===== config.mk =====
export PLATFORM = sky130hd
export DESIGN_NAME = rectify_frame_reader_flat
export DESIGN_NICKNAME = d
export VERILOG_FILES = /design/src/rtl/rectify_pkg.sv /design/src/rtl/rectify_frame_reader_if.sv /design/src/rtl/pix_coord_counter.sv /design/src/rtl/rectify_frame_reader.sv /design/src/flat_wrapper.sv
export SDC_FILE = /design/constraint.sdc
export NUM_CORES = 1
export LEC_CHECK = 0
export CORE_AREA = 4 4 146 148
export DETAILED_ROUTE_END_ITERATION = 12
export DIE_AREA = 0 0 150 152
export PLACE_DENSITY = 0.61
export SYNTH_ARGS = -nofsm -noshare
export SYNTH_HDL_FRONTEND = slang
export SYNTH_HIERARCHICAL = 1
export SYNTH_SLANG_ARGS = --single-unit

===== constraint.sdc =====
create_clock -name clk -period 4.6 [get_ports clk]
set_input_delay 0.92 -clock clk [delete_from_list [all_inputs] [get_ports clk]]
set_output_delay 0.92 -clock clk [all_outputs]
set_load 0.01 [all_outputs]

===== src/rtl/rectify_pkg.sv =====
// rtl/rectify_pkg.sv - shared types and widths for the rectification frame reader
//
// Purpose: FSM state encoding, coordinate/address/length widths and the
// default frame geometry used by the frame reader and its sub-modules.
// Ports: none (package).

package rectify_pkg;

  typedef enum logic [1:0] {
    ST_IDLE  = 2'd0,
    ST_ISSUE = 2'd1,
    ST_WAIT  = 2'd2,
    ST_DONE  = 2'd3
  } state_t;

  localparam int COORD_W = 10;
  localparam int ADDR_W  = 32;
  localparam int LEN_W   = 16;

  localparam int DEF_COL = 640;
  localparam int DEF_ROW = 480;

endpackage


===== src/rtl/rectify_frame_reader_if.sv =====
// rtl/rectify_frame_reader_if.sv - command, pixel-in and pixel-out bundle of the frame reader
//
// Purpose: groups the line read command channel, the returned pixel beats and
// the coordinate-tagged output pixel stream.
// Ports (signals):
//   cmd_valid/cmd_ready/cmd_addr/cmd_len  line read command to the read master
//   din_valid/din_data                    returned pixel beats (no backpressure)
//   dout_valid/dout_data/col_cnt/row_cnt  registered output pixel and coordinates
//   sof/eol/eof                           frame/line flags, qualified by dout_valid
// Modports: master = frame reader side, slave = read master / datapath side.

interface rectify_frame_reader_if #(
  parameter int DW = 8
);

  logic                             cmd_valid;
  logic                             cmd_ready;
  logic [rectify_pkg::ADDR_W-1:0]   cmd_addr;
  logic [rectify_pkg::LEN_W-1:0]    cmd_len;

  logic                             din_valid;
  logic [DW-1:0]                    din_data;

  logic                             dout_valid;
  logic [DW-1:0]                    dout_data;
  logic [rectify_pkg::COORD_W-1:0]  col_cnt;
  logic [rectify_pkg::COORD_W-1:0]  row_cnt;
  logic                             sof;
  logic                             eol;
  logic                             eof;

  modport master (
    output cmd_valid, cmd_addr, cmd_len,
    input  cmd_ready,
    input  din_valid, din_data,
    output dout_valid, dout_data, col_cnt, row_cnt, sof, eol, eof
  );

  modport slave (
    input  cmd_valid, cmd_addr, cmd_len,
    output cmd_ready,
    output din_valid, din_data,
    input  dout_valid, dout_data, col_cnt, row_cnt, sof, eol, eof
  );

endinterface


===== src/rtl/pix_coord_counter.sv =====
// rtl/pix_coord_counter.sv - column/row counter for incoming pixel beats
//
// Purpose: tracks the coordinate of the next pixel beat. Column advances on
// every enabled beat and wraps at COL-1; row advances on the column wrap and
// wraps at ROW-1. Counts hold while en is low.
// Ports:
//   clk, rst_n          clock, synchronous active-low reset
//   en                  count one beat
//   clr                 synchronous clear to (0,0); wins over en
//   col, row            coordinate of the current beat
//   last_col, last_row  current beat is at the end of a line / the last line

module pix_coord_counter
  import rectify_pkg::*;
#(
  parameter int COL = DEF_COL,
  parameter int ROW = DEF_ROW
) (
  input  logic               clk,
  input  logic               rst_n,
  input  logic               en,
  input  logic               clr,
  output logic [COORD_W-1:0] col,
  output logic [COORD_W-1:0] row,
  output logic               last_col,
  output logic               last_row
);

  localparam logic [COORD_W-1:0] COL_LAST = COORD_W'(COL - 1);
  localparam logic [COORD_W-1:0] ROW_LAST = COORD_W'(ROW - 1);

  logic [COORD_W-1:0] col_q, col_d;
  logic [COORD_W-1:0] row_q, row_d;

  assign col      = col_q;
  assign row      = row_q;
  assign last_col = (col_q == COL_LAST);
  assign last_row = (row_q == ROW_LAST);

  always_comb begin
    col_d = col_q;
    row_d = row_q;
    if (clr) begin
      col_d = '0;
      row_d = '0;
    end else if (en) begin
      if (last_col) begin
        col_d = '0;
        row_d = last_row ? '0 : row_q + 1'b1;
      end else begin
        col_d = col_q + 1'b1;
      end
    end
  end

  always_ff @(posedge clk) begin
    if (!rst_n) begin
      col_q <= '0;
      row_q <= '0;
    end else begin
      col_q <= col_d;
      row_q <= row_d;
    end
  end

endmodule


===== src/rtl/rectify_frame_reader.sv =====
// rtl/rectify_frame_reader.sv - frame-level line read controller with coordinate-tagged output
//
// Purpose: on start, issues one read command per image line (bounded number of
// lines in flight), counts returned pixel beats and re-emits them one cycle
// later with column/row and sof/eol/eof.
// Ports:
//   clk, rst_n        clock, synchronous active-low reset
//   start, frame_base frame start request and frame byte address
//   busy, done, err   frame in progress, completion pulse, sticky stray-beat error
//   bus (master)      command channel, pixel input, pixel output

module rectify_frame_reader
  import rectify_pkg::*;
#(
  parameter int DIN_DATA_WIDTH = 8,
  parameter int COL            = DEF_COL,
  parameter int ROW            = DEF_ROW,
  parameter int BYTES_PER_PIX  = 1,
  parameter int STRIDE         = 1024,
  parameter int MAX_OUT        = 2
) (
  input  logic                   clk,
  input  logic                   rst_n,
  input  logic                   start,
  input  logic [ADDR_W-1:0]      frame_base,
  output logic                   busy,
  output logic                   done,
  output logic                   err,
  rectify_frame_reader_if.master bus
);

  // Line counters are one bit wider than the coordinate so ROW=1024 fits.
  localparam int                 LCNT_W   = COORD_W + 1;
  localparam logic [LCNT_W-1:0]  ROW_LAST = LCNT_W'(ROW - 1);
  localparam logic [LCNT_W-1:0]  MAX_OUTL = LCNT_W'(MAX_OUT);
  localparam logic [ADDR_W-1:0]  STRIDE_A = ADDR_W'(STRIDE);
  localparam logic [LEN_W-1:0]   LINE_LEN = LEN_W'(COL * BYTES_PER_PIX);

  state_t                     state_q, state_d;
  logic [ADDR_W-1:0]          addr_q, addr_d;
  logic [LCNT_W-1:0]          issued_q, issued_d;
  logic [LCNT_W-1:0]          lines_done_q, lines_done_d;
  logic                       err_q, err_d;

  logic                       dv_q, dv_d;
  logic [DIN_DATA_WIDTH-1:0]  data_q, data_d;
  logic [COORD_W-1:0]         ocol_q, ocol_d;
  logic [COORD_W-1:0]         orow_q, orow_d;
  logic                       sof_q, sof_d;
  logic                       eol_q, eol_d;
  logic                       eof_q, eof_d;

  logic                       start_acc;
  logic                       beat_ok;
  logic                       cmd_hs;
  logic [LCNT_W-1:0]          outstanding;
  logic [COORD_W-1:0]         cur_col, cur_row;
  logic                       last_col, last_row;

  assign start_acc   = (state_q == ST_IDLE) && start;
  assign busy        = (state_q == ST_ISSUE) || (state_q == ST_WAIT);
  assign done        = (state_q == ST_DONE);
  assign err         = err_q;
  assign beat_ok     = bus.din_valid && busy;
  assign outstanding = issued_q - lines_done_q;

  // outstanding only grows by our own handshake, so this cannot drop
  // cmd_valid before the pending command is taken.
  assign bus.cmd_valid = (state_q == ST_ISSUE) && (outstanding < MAX_OUTL);
  assign bus.cmd_addr  = addr_q;
  assign bus.cmd_len   = LINE_LEN;
  assign cmd_hs        = bus.cmd_valid && bus.cmd_ready;

  pix_coord_counter #(
    .COL (COL),
    .ROW (ROW)
  ) u_coord (
    .clk      (clk),
    .rst_n    (rst_n),
    .en       (beat_ok),
    .clr      (start_acc),
    .col      (cur_col),
    .row      (cur_row),
    .last_col (last_col),
    .last_row (last_row)
  );

  always_comb begin
    state_d      = state_q;
    addr_d       = addr_q;
    issued_d     = issued_q;
    lines_done_d = lines_done_q;
    err_d        = err_q;

    case (state_q)
      ST_IDLE: begin
        if (start) begin
          addr_d       = frame_base;
          issued_d     = '0;
          lines_done_d = '0;
          err_d        = 1'b0;
          state_d      = ST_ISSUE;
        end
      end
      ST_ISSUE: begin
        if (cmd_hs) begin
          issued_d = issued_q + 1'b1;
          addr_d   = addr_q + STRIDE_A;
          if (issued_q == ROW_LAST) begin
            state_d = ST_WAIT;
          end
        end
      end
      ST_WAIT: begin
        // Leave on the registered eof so done trails the eof pixel by a cycle.
        if (dv_q && eof_q) begin
          state_d = ST_DONE;
        end
      end
      ST_DONE: begin
        state_d = ST_IDLE;
      end
      default: begin
        state_d = ST_IDLE;
      end
    endcase

    if (beat_ok && last_col) begin
      lines_done_d = lines_done_q + 1'b1;
    end

    if (bus.din_valid && !busy) begin
      err_d = 1'b1;
    end
  end

  always_comb begin
    dv_d   = beat_ok;
    data_d = data_q;
    ocol_d = ocol_q;
    orow_d = orow_q;
    sof_d  = 1'b0;
    eol_d  = 1'b0;
    eof_d  = 1'b0;
    if (beat_ok) begin
      data_d = bus.din_data;
      ocol_d = cur_col;
      orow_d = cur_row;
      sof_d  = (cur_col == '0) && (cur_row == '0);
      eol_d  = last_col;
      eof_d  = last_col && last_row;
    end
  end

  always_ff @(posedge clk) begin
    if (!rst_n) begin
      state_q      <= ST_IDLE;
      addr_q       <= '0;
      issued_q     <= '0;
      lines_done_q <= '0;
      err_q        <= 1'b0;
      dv_q         <= 1'b0;
      data_q       <= '0;
      ocol_q       <= '0;
      orow_q       <= '0;
      sof_q        <= 1'b0;
      eol_q        <= 1'b0;
      eof_q        <= 1'b0;
    end else begin
      state_q      <= state_d;
      addr_q       <= addr_d;
      issued_q     <= issued_d;
      lines_done_q <= lines_done_d;
      err_q        <= err_d;
      dv_q         <= dv_d;
      data_q       <= data_d;
      ocol_q       <= ocol_d;
      orow_q       <= orow_d;
      sof_q        <= sof_d;
      eol_q        <= eol_d;
      eof_q        <= eof_d;
    end
  end

  assign bus.dout_valid = dv_q;
  assign bus.dout_data  = data_q;
  assign bus.col_cnt    = ocol_q;
  assign bus.row_cnt    = orow_q;
  assign bus.sof        = sof_q;
  assign bus.eol        = eol_q;
  assign bus.eof        = eof_q;

endmodule


===== src/flat_wrapper.sv =====
// flat-port wrapper written by rule: the top's interface ports become plain ports
module rectify_frame_reader_flat import rectify_pkg::*;
#(
  parameter int DIN_DATA_WIDTH = 8,
  parameter int COL            = DEF_COL,
  parameter int ROW            = DEF_ROW,
  parameter int BYTES_PER_PIX  = 1,
  parameter int STRIDE         = 1024,
  parameter int MAX_OUT        = 2
)
  (clk, rst_n, start, frame_base, busy, done, err, bus_cmd_valid, bus_cmd_addr, bus_cmd_len, bus_cmd_ready, bus_din_valid, bus_din_data, bus_dout_valid, bus_dout_data, bus_col_cnt, bus_row_cnt, bus_sof, bus_eol, bus_eof);
  rectify_frame_reader_if #(.DW((8))) bus_i ();
  input  logic clk;
  input  logic rst_n;
  input  logic start;
  input  logic [ADDR_W-1:0] frame_base;
  output logic busy;
  output logic done;
  output logic err;
  output wire logic [$bits(bus_i.cmd_valid)-1:0] bus_cmd_valid;
  output wire logic [$bits(bus_i.cmd_addr)-1:0] bus_cmd_addr;
  output wire logic [$bits(bus_i.cmd_len)-1:0] bus_cmd_len;
  input wire logic [$bits(bus_i.cmd_ready)-1:0] bus_cmd_ready;
  input wire logic [$bits(bus_i.din_valid)-1:0] bus_din_valid;
  input wire logic [$bits(bus_i.din_data)-1:0] bus_din_data;
  output wire logic [$bits(bus_i.dout_valid)-1:0] bus_dout_valid;
  output wire logic [$bits(bus_i.dout_data)-1:0] bus_dout_data;
  output wire logic [$bits(bus_i.col_cnt)-1:0] bus_col_cnt;
  output wire logic [$bits(bus_i.row_cnt)-1:0] bus_row_cnt;
  output wire logic [$bits(bus_i.sof)-1:0] bus_sof;
  output wire logic [$bits(bus_i.eol)-1:0] bus_eol;
  output wire logic [$bits(bus_i.eof)-1:0] bus_eof;
  assign bus_cmd_valid = bus_i.cmd_valid;
  assign bus_cmd_addr = bus_i.cmd_addr;
  assign bus_cmd_len = bus_i.cmd_len;
  assign bus_i.cmd_ready = bus_cmd_ready;
  assign bus_i.din_valid = bus_din_valid;
  assign bus_i.din_data = bus_din_data;
  assign bus_dout_valid = bus_i.dout_valid;
  assign bus_dout_data = bus_i.dout_data;
  assign bus_col_cnt = bus_i.col_cnt;
  assign bus_row_cnt = bus_i.row_cnt;
  assign bus_sof = bus_i.sof;
  assign bus_eol = bus_i.eol;
  assign bus_eof = bus_i.eof;
  rectify_frame_reader #(.DIN_DATA_WIDTH(DIN_DATA_WIDTH), .COL(COL), .ROW(ROW), .BYTES_PER_PIX(BYTES_PER_PIX), .STRIDE(STRIDE), .MAX_OUT(MAX_OUT)) u_core (.clk(clk), .rst_n(rst_n), .start(start), .frame_base(frame_base), .busy(busy), .done(done), .err(err), .bus(bus_i));
endmodule

==> results.cfg <==
[timing]
hold_viol_final = 0
clock-skew-final_ns = 0.00944
period_minus_slack_ns = 4.28
slew_headroom_pct = 37.1
maxSlewViolCount = 0
worst_pin_slew_ns = 0.939
whs_ns = 0.455
post-route-period-util_pct = 93.0
setup-violations-final = 0
tns_ns = 0
fmax_ghz = 0.234
rsz0062_at_grt = false

[cells_and_area]
utilization_pct = 37.3
layout.nets = 909
diodes = 0
final_common_cell = nand2_1
final_cell_mix = nand2_1 (115), clkdlybuf4s50_1 (111), dfxtp_1 (109), a21oi_1 (74), nor2_1 (49)
drive_gt1_share_pct = 5.30
syn2layout_area_growth_pct = 27.0

[critical_path]
critPathLaunchType = flop
worstRegToRegCells = 11
crit_fanout = 5
slowest_stage = clkdlybuf4s50_1
path_cells = and2b_1 > inv_2 > fa_1 > a211oi_2 > or2_2 > mux2_2 > o2111ai_1 > nor3_1 > and4_1 > clkdlybuf4s50_1
r2r-start = u_core/lines_done_q[0]
crit_path_end_kind = primary output
ff2ff_setup_slack_ns = 1.04
path_buf_inv = 2
cp.required_ns = 3.68
cp.arrival_ns = 3.36
critical_path.top_delay_family = compound AO/OA/AOI/OAI gates
path_depth = 10
critical-path-max-stage-delay_ns = 0.49
r2r_end = u_core/state_q[0]
path_class = flop to primary output

[placement]
post-dp-hpwl_mm = 12.2
gp_congestion = 0.843
portBuffers = 112

[min_path]
hold_path.class = flop to flop
hold_start = u_core/bus.dout_data[5]
holdPathStages = 2
hold_end = u_core/bus.dout_data[5]

[detailed_routing]
final_antenna_net_count = 0
wl_mm = 17.2
drc_errors = 0
first_pass_iters = 4
num_vias = 5698
viasPerCell = 5.09
initialDrtViolationCount = 308
wl_per_cell_um = 15.4

[synthesis]
syn_avg_cell_area_um2 = 7.76
syn-instance-count = 759
synth_seq_cells = 109
synth.area.top_cells = dfxtp_1 (37%), nand2_1 (7.3%), a21oi_1 (6.3%), ha_1 (4.0%), o21ai_0 (3.7%)
ys.warnings.count = 6
yosys.area.top_type = dfxtp_1
synth.yosys.seq_area_share_pct = 37.1
ys.flop_type = dfxtp_1
syn_area_mm2 = 0.00589
synth-edff-count = 0
synth.distinct_cells = 69
async_flop_share_pct = 0
yosys.area.top_type_share_pct = 37.1

[global_routing]
grt_max_degree = 53
grt_usage_pct = 14.8
antenna_found_initial = 0
grt_pass1_wl_mm = 28.0
grt_pass1_vias = 5376
grt-ovfl-total = 0

[floorplan]
num_rows = 52
fp.dieW_um = 150
io_pins = 129
coreArea_mm2 = 0.0200
initial_core_util_pct = 29.4
fp.dieH_um = 152
dieArea_mm2 = 0.0228

[clock_network]
clockRootBuffer = clkbuf_16
h-tree-depth = 3
path_clk_slew_ns = 0.08
cts_tree = yes
clock_latency_ns = 0.36
cts_hold_repair.buffers = 0
cts_buffer_depth = 2
cts_buffers = 9
clock-sinks = 109

[run_status]
status = finished clean

[job]
cap_violations = 0

[pwr]
ir_drop_mv = 0.262
power.leakage_nw = 2.61
powerDensity_mw_per_mm2 = 469
==> worst min-delay path: stages, from the launching register on <==
cell and delay (ns):
dfxtp_1 0.31, nand2_1 0.05, a21oi_1 0.05
==> repair_timing <==
action	in CTS	in global routing
buffers inserted	0	0
setup endpoints to repair	0	1
resized for setup	0	1
==> cells by family (layout without fill, tap and decap cells) <==
logic type	after synthesis	in the layout	share of synthesized area, %
AND/OR/NAND/NOR	312	312	26.1
AO/OA/AOI/OAI	209	209	22.6
flip-flops	109	109	37.1
buffers and inverters	88	164	6.93
adder cells (fa/ha/maj)	20	20	4.38
XOR/XNOR	17	17	2.53
other	2	16	0.128
multiplexers	2	2	0.361
==> stage by stage <==
stage	setup WS, ns	std cells	power, mW	cell area, µm²
3_5_place_dp	0.564	1103	2.71	7170
3_3_place_gp	0.612	1103	2.70	7170
6_report	0.323	1119	3.51	7480
5_1_grt	0.134	1119	3.74	7480
4_1_cts	0.157	1119	3.55	7480
2_1_floorplan	1.32	773	2.09	5940
==> worst max-delay path by stage <==
stage | start | end | slack [ns]
after floorplan | u_core/issued_q[0] | bus_cmd_valid | 1.32
after global placement | u_core/lines_done_q[0] | bus_cmd_valid | 0.61
after detailed placement | u_core/lines_done_q[0] | bus_cmd_valid | 0.56
after CTS | u_core/lines_done_q[0] | bus_cmd_valid | 0.16
after global routing | u_core/lines_done_q[0] | bus_cmd_valid | 0.13
final | u_core/lines_done_q[0] | bus_cmd_valid | 0.32
==> sequential cells by signal, indices dropped and copies added (netlist names), 2 cells and up <==
signal / flops
u_core/u_coord/row: 10
u_core/bus.col_cnt: 10
u_core/issued_q: 11
u_core/bus.dout_data: 8
u_core/bus.row_cnt: 10
u_core/lines_done_q: 11
u_core/state_q: 2
u_core/u_coord/col: 10
u_core/bus.cmd_addr: 32
==> cell type report <==
cell class,count,area [µm²]
flip-flops and latches,109,2180
inverters,26,97.6
clock buffers,10,239
repair buffers,122,1190
clock inverters,6,68.8
fillers,2106,12600
well taps,270,338
multi-input cells,576,3370
==> where the power goes <==
group / total [mW] / internal [mW] / switching (mW)
logic: 1.44 / 0.599 / 0.845
clock network: 0.824 / 0.443 / 0.381
registers: 1.24 / 1.09 / 0.149
total: 3.51 / 2.14 / 1.38
==> cell usage after synthesis, types with 12 or more instances <==
cell type,count
nand3_1,30
inv_1,25
nand4_1,22
ha_1,19
buf_4,17
nand2_1,115
nor2_1,49
dfxtp_1,109
nor4_1,12
nor3_1,15
a21oi_1,74
and3_1,16
o211ai_1,12
o21ai_0,44
clkbuf_1,37
==> metal layers <==
metal | up-vias | track usage [%] | part of all wire [%] | wire [µm]
li1 | 2889 | - | - | -
met1 | 2666 | 19.6 | 46 | 7860
met2 | 127 | 24.5 | 48 | 8230
met3 | 16 | 3.22 | 5.0 | 860
met4 | 0 | 3.79 | 1.3 | 229
met5 | - | 0 | 0 | 0
Power figures use the tool's default switching activity.
